$ cat config.mk
export PLATFORM = sky130hd
export DESIGN_NAME = icacop_responder
export DESIGN_NICKNAME = d
export VERILOG_FILES = /design/src/rtl/icacop_responder.sv
export SDC_FILE = /design/constraint.sdc
export NUM_CORES = 1
export LEC_CHECK = 0
export CELL_PAD_IN_SITES_DETAIL_PLACEMENT = 1
export CELL_PAD_IN_SITES_GLOBAL_PLACEMENT = 1
export CORE_AREA = 2 2 120 122
export CTS_CLUSTER_SIZE = 10
export DETAILED_ROUTE_END_ITERATION = 12
export DIE_AREA = 0 0 122 124
export PLACE_DENSITY_LB_ADDON = 0.1
export SKIP_LAST_GASP = 1
export SLEW_MARGIN = 10
export SYNTH_ARGS = -nofsm -noshare
export SYNTH_HDL_FRONTEND = slang
export SYNTH_SLANG_ARGS = --single-unit
$ cat constraint.sdc
create_clock -name clk -period 4.9 [get_ports clk]
set_input_delay 0.49 -clock clk [delete_from_list [all_inputs] [get_ports clk]]
set_output_delay 0.49 -clock clk [all_outputs]
set_load 0.01 [all_outputs]
$ cat src/rtl/icacop_responder.sv
// rtl/icacop_responder.sv - I-cache CACOP responder: tag-array index/hit invalidate with one response per request
//
// Ports:
//   clk, a_rst_n           clock, asynchronous active-low reset
//   flush_i                synchronous pipeline flush; drops the in-flight request
//   req_*                  CACOP request from the memory-pipeline initiator (valid/ready)
//   rsp_*                  response to initiator stage 2; rsp_valid_o doubles as I-cache busy
//   trans_*                MMU translation request/result used by hit-invalidate (mode 2)
//   icache_idle_i          no refill in flight; requests are only accepted while high
//   tag_*                  I-cache tag RAM port (1-cycle read latency, {tag, valid} entries)
//   stat_ops_o/stat_hits_o response and mode-2 hit counters, only when ICACOP_STAT_EN is defined
module icacop_responder #(
  parameter int WAYS       = 2,
  parameter int SETS       = 256,
  parameter int LINE_BYTES = 16,
  parameter int PADDR_W    = 32,
  parameter int ROB_IDX_W  = 6,
  localparam int IDX_W     = $clog2(SETS),
  localparam int OFF_W     = $clog2(LINE_BYTES),
  localparam int TAG_W     = PADDR_W - IDX_W - OFF_W
) (
  input  logic                        clk,
  input  logic                        a_rst_n,
  input  logic                        flush_i,
  input  logic                        req_valid_i,
  output logic                        req_ready_o,
  input  logic [31:0]                 req_vaddr_i,
  input  logic [ROB_IDX_W-1:0]        req_rob_idx_i,
  input  logic [1:0]                  req_mode_i,
  output logic                        rsp_valid_o,
  input  logic                        rsp_ready_i,
  output logic [ROB_IDX_W-1:0]        rsp_rob_idx_o,
  output logic [31:0]                 rsp_vaddr_o,
  output logic                        rsp_excp_o,
  output logic [5:0]                  rsp_ecode_o,
  output logic                        trans_valid_o,
  output logic [31:0]                 trans_vaddr_o,
  input  logic                        trans_ready_i,
  input  logic                        trans_rsp_valid_i,
  input  logic [PADDR_W-1:0]          trans_paddr_i,
  input  logic                        trans_excp_i,
  input  logic [5:0]                  trans_ecode_i,
  input  logic                        icache_idle_i,
  output logic                        tag_en_o,
  output logic                        tag_we_o,
  output logic [WAYS-1:0]             tag_way_o,
  output logic [IDX_W-1:0]            tag_idx_o,
  output logic [TAG_W:0]              tag_wdata_o,
  input  logic [WAYS*(TAG_W+1)-1:0]   tag_rdata_i
`ifdef ICACOP_STAT_EN
  ,
  output logic [31:0]                 stat_ops_o,
  output logic [31:0]                 stat_hits_o
`endif
);

  localparam int WAY_W = $clog2(WAYS);
  localparam int ENT_W = TAG_W + 1;

  typedef enum logic [2:0] {IDLE, TRANS, WAIT_TR, READ, CMP, WRITE, RESP} state_t;

  state_t                 state_q, state_d;
  logic                   run_q;
  logic [31:0]            vaddr_q;
  logic [ROB_IDX_W-1:0]   rob_q;
  logic [IDX_W-1:0]       idx_q;
  logic [WAYS-1:0]        way_q;
  logic [TAG_W-1:0]       tag_q;
  logic                   excp_q;
  logic [5:0]             ecode_q;

  logic                   accept;
  logic                   tr_take;
  logic                   hit_any;
  logic [WAYS-1:0]        hit_oh;
  logic [ENT_W-1:0]       entry;
  logic                   unused_paddr_off;

  // Line-offset bits of the physical address play no part in tag or index.
  assign unused_paddr_off = ^trans_paddr_i[OFF_W-1:0];

  // Tag compare against the read data of the READ cycle; lowest matching way wins.
  always_comb begin
    hit_any = 1'b0;
    hit_oh  = '0;
    entry   = '0;
    for (int w = 0; w < WAYS; w++) begin
      entry = tag_rdata_i[w*ENT_W +: ENT_W];
      if (!hit_any && entry[0] && (entry[ENT_W-1:1] == tag_q)) begin
        hit_any   = 1'b1;
        hit_oh[w] = 1'b1;
      end
    end
  end

  always_comb begin
    state_d       = state_q;
    accept        = 1'b0;
    tr_take       = 1'b0;
    trans_valid_o = 1'b0;
    tag_en_o      = 1'b0;
    tag_we_o      = 1'b0;
    rsp_valid_o   = 1'b0;
    // run_q keeps ready low in the reset cycle so every output starts at 0.
    req_ready_o   = (state_q == IDLE) && icache_idle_i && !flush_i && run_q;
    case (state_q)
      IDLE: begin
        if (req_valid_i && req_ready_o) begin
          accept = 1'b1;
          case (req_mode_i)
            2'd0, 2'd1: state_d = WRITE;
            2'd2:       state_d = TRANS;
            default:    state_d = RESP;
          endcase
        end
      end
      TRANS: begin
        trans_valid_o = 1'b1;
        if (trans_ready_i) begin
          if (trans_rsp_valid_i) begin
            tr_take = 1'b1;
            state_d = trans_excp_i ? RESP : READ;
          end else begin
            state_d = WAIT_TR;
          end
        end
      end
      WAIT_TR: begin
        if (trans_rsp_valid_i) begin
          tr_take = 1'b1;
          state_d = trans_excp_i ? RESP : READ;
        end
      end
      READ: begin
        tag_en_o = 1'b1;
        state_d  = CMP;
      end
      CMP: begin
        state_d = hit_any ? WRITE : RESP;
      end
      WRITE: begin
        tag_en_o = 1'b1;
        tag_we_o = 1'b1;
        state_d  = RESP;
      end
      RESP: begin
        rsp_valid_o = 1'b1;
        if (rsp_ready_i) state_d = IDLE;
      end
      default: state_d = IDLE;
    endcase
    if (flush_i) begin
      state_d       = IDLE;
      trans_valid_o = 1'b0;
      tag_we_o      = 1'b0;
    end
  end

  always_ff @(posedge clk or negedge a_rst_n) begin
    if (!a_rst_n) begin
      state_q <= IDLE;
      run_q   <= 1'b0;
      vaddr_q <= '0;
      rob_q   <= '0;
      idx_q   <= '0;
      way_q   <= '0;
      tag_q   <= '0;
      excp_q  <= 1'b0;
      ecode_q <= '0;
    end else begin
      state_q <= state_d;
      run_q   <= 1'b1;
      if (accept) begin
        vaddr_q <= req_vaddr_i;
        rob_q   <= req_rob_idx_i;
        idx_q   <= req_vaddr_i[OFF_W +: IDX_W];
        way_q   <= WAYS'(1) << req_vaddr_i[WAY_W-1:0];
        excp_q  <= 1'b0;
        ecode_q <= '0;
      end
      if (tr_take) begin
        if (trans_excp_i) begin
          excp_q  <= 1'b1;
          ecode_q <= trans_ecode_i;
        end else begin
          tag_q <= trans_paddr_i[PADDR_W-1 -: TAG_W];
          idx_q <= trans_paddr_i[OFF_W +: IDX_W];
        end
      end
      if (state_q == CMP && hit_any) way_q <= hit_oh;
    end
  end

  assign rsp_rob_idx_o = rob_q;
  assign rsp_vaddr_o   = vaddr_q;
  assign rsp_excp_o    = excp_q;
  assign rsp_ecode_o   = ecode_q;
  assign trans_vaddr_o = vaddr_q;
  assign tag_way_o     = way_q;
  assign tag_idx_o     = idx_q;
  assign tag_wdata_o   = '0;

`ifdef ICACOP_STAT_EN
  logic [31:0] stat_ops_q, stat_hits_q;

  always_ff @(posedge clk or negedge a_rst_n) begin
    if (!a_rst_n) begin
      stat_ops_q  <= '0;
      stat_hits_q <= '0;
    end else begin
      if (rsp_valid_o && rsp_ready_i) stat_ops_q  <= stat_ops_q + 32'd1;
      if (state_q == CMP && hit_any)  stat_hits_q <= stat_hits_q + 32'd1;
    end
  end

  assign stat_ops_o  = stat_ops_q;
  assign stat_hits_o = stat_hits_q;
`endif

endmodule

# Word level (Yosys, flattened, before mapping)
# Index checks and enable logic that the tools add are counted.
[classes]
eq_ne = 14
shifts = 1
n_mux = 35
n_bitwise = 1
reduce_logical = 17
[ops]
columns = ["cell", "count"]
rows = [
  ["20-bit == test", 2],
  ["8-bit 2-to-1 mux", 3],
  ["3-bit 2-to-1 mux", 7],
  ["3-bit one-hot mux with 7 select lines", 1],
  ["6-bit 2-to-1 mux", 3],
  ["1-bit 2-to-1 mux", 16],
  ["3-bit == test, second input constant", 3],
  ["3-bit != test, second input constant", 3],
  ["1-bit logical AND", 8],
  ["3-bit by 2-bit == test with 1-bit output, second input constant", 2],
  ["2-bit 2-to-1 mux", 3],
  ["3-bit one-hot mux with 2 select lines", 1],
  ["4-bit AND reduction", 1],
  ["2-bit OR reduction", 2],
  ["3-bit by 1-bit == test with 1-bit output, second input constant", 1],
  ["3-bit logical NOT", 1],
  ["3-bit by 2-bit != test with 1-bit output, second input constant", 1],
  ["2-bit by 1-bit == test with 1-bit output, second input constant", 1],
  ["2-bit == test, second input constant", 1],
  ["1-bit logical NOT", 2],
  ["2-bit logical NOT", 1],
  ["1-bit one-hot mux with 2 select lines", 1],
  ["2-bit AND reduction", 1],
  ["2-bit nonzero test", 1],
  ["other kinds (2)", 2],
]
[word_totals]
register_bits = 79
in_bits = 129
elab_cells = 77

# Logic depth before layout (Yosys ltp)
[depth]
ltp_word = 10
ltp_mapped = 8
ltp_nobuf = 5

# Worst setup path after synthesis
# No wires, ideal clock.
[synth_timing]
path_kind = "register to register"
from = "register state_q[0]"
to = "register tag_q[10]"
setup_time_ps = 125
t_arrival_ps = 1557
required_time_ps = 4775
slack_ps = 3218
stages_incl_launch_ff = 8
path_buffers = 3
path_cell_list = "dfrtp_1 -> buf_4 -> nand2b_1 -> a21oi_1 -> and2_1 -> buf_4 -> buf_6 -> mux2_2"
[synth_between]
elab_chain_cells = 3
word_cells_on_any_way = 4
[synth_rtl]
columns = ["element", "line", "text"]
rows = [
  ["from (decl)", "62", "state_t state_q, state_d;"],
  ["from (signal assigned)", "171", "state_q <= state_d;"],
  ["3-bit by 2-bit == test with 1-bit output / 3-bit by 1-bit == test with 1-bit output (equally long branches)", "106", "case (state_q)"],
  ["1-bit one-hot mux with 2 select lines *", "106", ""],
  ["2-bit AND reduction (no line) *", "--", ""],
  ["to (signal assigned)", "186", "tag_q <= trans_paddr_i[PADDR_W-1 -: TAG_W];"],
  ["to (decl)", "68", "logic [TAG_W-1:0] tag_q;"],
]
# Every way passes the cells marked *; elsewhere a longest branch is shown, timed or not.
# A chain may end at the register's enable or synchronous reset.

# Worst setup path in the final report
[layout_timing]
from = "input flush_i"
to = "register idx_q[2] (netlist: tag_idx_o[2])"
[layout_between]
elab_chain_cells = 9
[layout_rtl]
columns = ["element", "line", "text"]
rows = [
  ["from (decl)", "24", "input logic flush_i,"],
  ["1-bit logical NOT *", "105", "req_ready_o = (state_q == IDLE) && icache_idle_i && !flush_i && run_q;"],
  ["1-bit logical AND * (2 in a row)", "105", ""],
  ["1-bit logical AND *", "108", "if (req_valid_i && req_ready_o) begin"],
  ["1-bit 2-to-1 mux *", "108", ""],
  ["1-bit 2-to-1 mux *", "106", ""],
  ["8-bit 2-to-1 mux *", "173", "if (accept) begin"],
  ["8-bit 2-to-1 mux", "182", "if (trans_excp_i) begin"],
  ["8-bit 2-to-1 mux *", "181", "if (tr_take) begin"],
  ["to (signal assigned)", "176", "idx_q <= req_vaddr_i[OFF_W +: IDX_W];"],
  ["to (signal assigned)", "187", "idx_q <= trans_paddr_i[OFF_W +: IDX_W];"],
  ["to (decl)", "66", "logic [IDX_W-1:0] idx_q;"],
]
# Marks and branches as above.

==> metrics.yaml <==
clock_network:
  root_buffer: "clkbuf_16"
  cts_tree: "built"
  clk_latency_ps: 350
  cts_hold_buf: 0
  htreeDepth: 3
  clk_pin_slew_worst_paths_ps: 60
  clock-sinks: 79
  postCtsSetupRepairBufs: 0
  clk_path_buf_depth: 2
  numCtsBuffers: 9
  cts_resized: 0
detailed_routing:
  postRouteAntennaNets: 0
  vias: 3279
  routed_wl_mm: 12.3
  dr_wl_met2_mm: 6.04
  top_layer: "met4"
  wl_met1_mm: 4.90
  route.met3.wl_mm: 1.13
  avgRoutedWirePerCell_um: 16.7
  initialDrtViolationCount: 57
  drc: 0
  dr.pass1.iters: 4
  vias_per_cell: 4.46
timing:
  postLayoutSetupSlackWorst_ps: 2290
  worst-slew-pin-transition_ps: 836
  fin_crit_sh_pct: 53.3
  final.setup.tns_ps: 0
  drv_slew: 0
  final-hold-violation-count: 0
  timing.slew.headroom_pct: 44.1
  finClkSkew_ps: 6.94
  max_freq_mhz: 383
  setup_viol: 0
  holdWs_ps: 50.7
  timing.final.crit_period_ps: 2610
  rsz0062_at_grt: "no"
layout:
  drive_above_1_share_pct: 14.8
  area_growth_pct: 55.0
  diodes: 0
  final_common_cell: "clkdlybuf4s50_1"
  layout_common_cells: "clkdlybuf4s50_1 (215), dfrtp_1 (79), mux2_2 (57)"
  nets: 679
power_and_ir_drop:
  p_int_mw: 2.52
  power.switching_mw: 1.26
  swShare_pct: 33.3
  power_frac_seq_pct: 33.1
  clockPowerShare_pct: 20.2
  ir_drop_mv: 0.237
  power_density_mw_per_mm2: 576
  comb_power_share_pct: 46.7
  p_leak_nw: 2.76
yosys:
  synth_warnings: 0
  synth_top_area_share_pct: 46.6
  yosysSeqAreaShare_pct: 46.6
  synth-seq-cells: 79
  avgSynthCellArea_um2: 11.5
  synth.largest_area_cell: "dfrtp_1"
  ys_types: 45
  synthCells: 368
  synth_ff_type: "dfrtp_1"
  synth_area_mm2: 0.00424
  synthTopCellsByArea: "dfrtp_1 (47%), mux2_2 (15%), buf_4 (9.9%)"
  async_flop_share_pct: 100
  synth_edf_count: 0
global_routing:
  grt_overflow_total: 0
  grt_use_total_pct: 16.4
  grt_pass1_wl_mm: 18.8
  grt_max_degree: 54
  antenna_found_initial: 0
  grt_pass1_vias: 3543
min_path:
  min_path_type: "in2async"
critical_path:
  start_kind: "input port"
  worstPathCellList: "clkdlybuf4s50_1, nor2_1, nand4_4, buf_4, mux2i_1, o21ai_0"
  timing.rr.end: "tag_idx_o[2]"
  r2r.worst_path.cells: 5
  critPathCaptureType: "flop"
  path_class: "in2reg"
  max_stage_delay_ps: 700
  worstPathArrival_ps: 2800
  rrSetupSlack_ps: 2380
  r2r-start: "state_q[2]"
  worst-path-max-fanout: 44
  crit_slowest_cell: "nand4_4"
  cp.required_ps: 5090
floorplanning:
  core_mm2: 0.0137
  pin_count: 242
  rows: 43
  die_height_um: 124
  start_util_pct: 30.9
  die_area_mm2: 0.0151
  die_w_um: 122
placed_design:
  pre_cts_ws_ps: 1880
  gp_congestion: 0.749
  io_buffer_count: 216
  dpl.hpwl_mm: 9.29
run_status:
  status: "complete, no violations"
flow_run:
  maxCapViolCount: 0
cell usage after synthesis (3+ instances only):
| library cell | number |
|---|---|
| dfrtp_1 | 79 |
| mux2_2 | 57 |
| buf_4 | 56 |
| xor2_1 | 28 |
| o21ai_0 | 16 |
| nand2_1 | 13 |
| xnor2_1 | 13 |
| nor4_1 | 11 |
| inv_1 | 9 |
| mux2i_1 | 9 |
| nand3_1 | 8 |
| a21oi_1 | 7 |
| buf_2 | 6 |
| nand2b_1 | 6 |
| nand4_1 | 6 |
| nor2_1 | 4 |
| and3_1 | 3 |
| buf_6 | 3 |
| nor3_1 | 3 |
| o22ai_1 | 3 |
registers in the layout, indices dropped and copies added, names as in the netlist:
name           count
rsp_ecode_o        6
state_q            3
rsp_rob_idx_o      6
rsp_excp_o         1
tag_idx_o          8
tag_way_o          2
tag_q             20
run_q              1
rsp_vaddr_o       32
worst max-delay path by stage:
| stage | startpoint | endpoint | slack, ps | depth (start not counted) |
|---|---|---|---|---|
| 2_1_floorplan | state_q[0] | tag_q[10] | 3220 | 7 |
| 3_3_place_gp | flush_i | rsp_vaddr_o[31] | 1940 | 5 |
| 6_report | flush_i | tag_idx_o[2] | 2290 | 6 |
| 4_1_cts | flush_i | tag_idx_o[2] | 2250 | 6 |
| 5_1_grt | flush_i | tag_idx_o[1] | 2090 | 6 |
| 3_5_place_dp | flush_i | tag_idx_o[2] | 1880 | 6 |
layer usage:
layer	vias up	track usage, %
met1	1556	19.1
met5	-	0
met4	0	6.82
li1	1570	-
met3	11	5.40
met2	142	28.0
critical path: cells and delay by family:
kind	cells	cell delay (ps)
AOI/OAI and AO/OA	1	100
buffers and inverters	2	1000
muxes	1	170
and+or+nand+nor	2	1010
kinds of logic after synthesis:
group                  after synthesis  synth area share, %
flip-flops                          79                 46.6
multiplexers                        67                 17.5
buffers and inverters               76                 12.4
other                                2                0.177
AND/OR/NAND/NOR                     68                 9.74
XOR/XNOR                            41                 8.47
AO/OA/AOI/OAI                       35                 5.05
final cells by class:
type | count | area [um2]
repair buffers | 218 | 2170
fillers | 1473 | 7150
clock inverters | 5 | 86.3
clock buffers | 11 | 253
well taps | 180 | 225
flip-flops and latches | 79 | 1980
multi-input cells | 233 | 1820
inverters | 9 | 33.8
power by group through the flow:
stage          clock network [mW]  logic (mW)  registers, mW
6_report                    0.766        1.77           1.25
5_1_grt                     0.814        1.91           1.31
4_1_cts                     0.794        1.79           1.26
3_5_place_dp                    0        1.78           1.27
3_3_place_gp                    0        1.75           1.24
2_1_floorplan                   0       0.926           1.30
stage by stage:
stage / cells / area, um2 / total power, mW / utilization, %
after global routing: 735 / 6570 / 4.04 / 47.9
final: 735 / 6570 / 3.78 / 47.9
after detailed placement: 719 / 6230 / 3.05 / 45.4
after floorplan: 388 / 4310 / 2.22 / -
after global placement: 719 / 6230 / 2.99 / 45.4
after CTS: 735 / 6570 / 3.85 / 47.9
No activity file was read; power rests on OpenSTA's default activity.
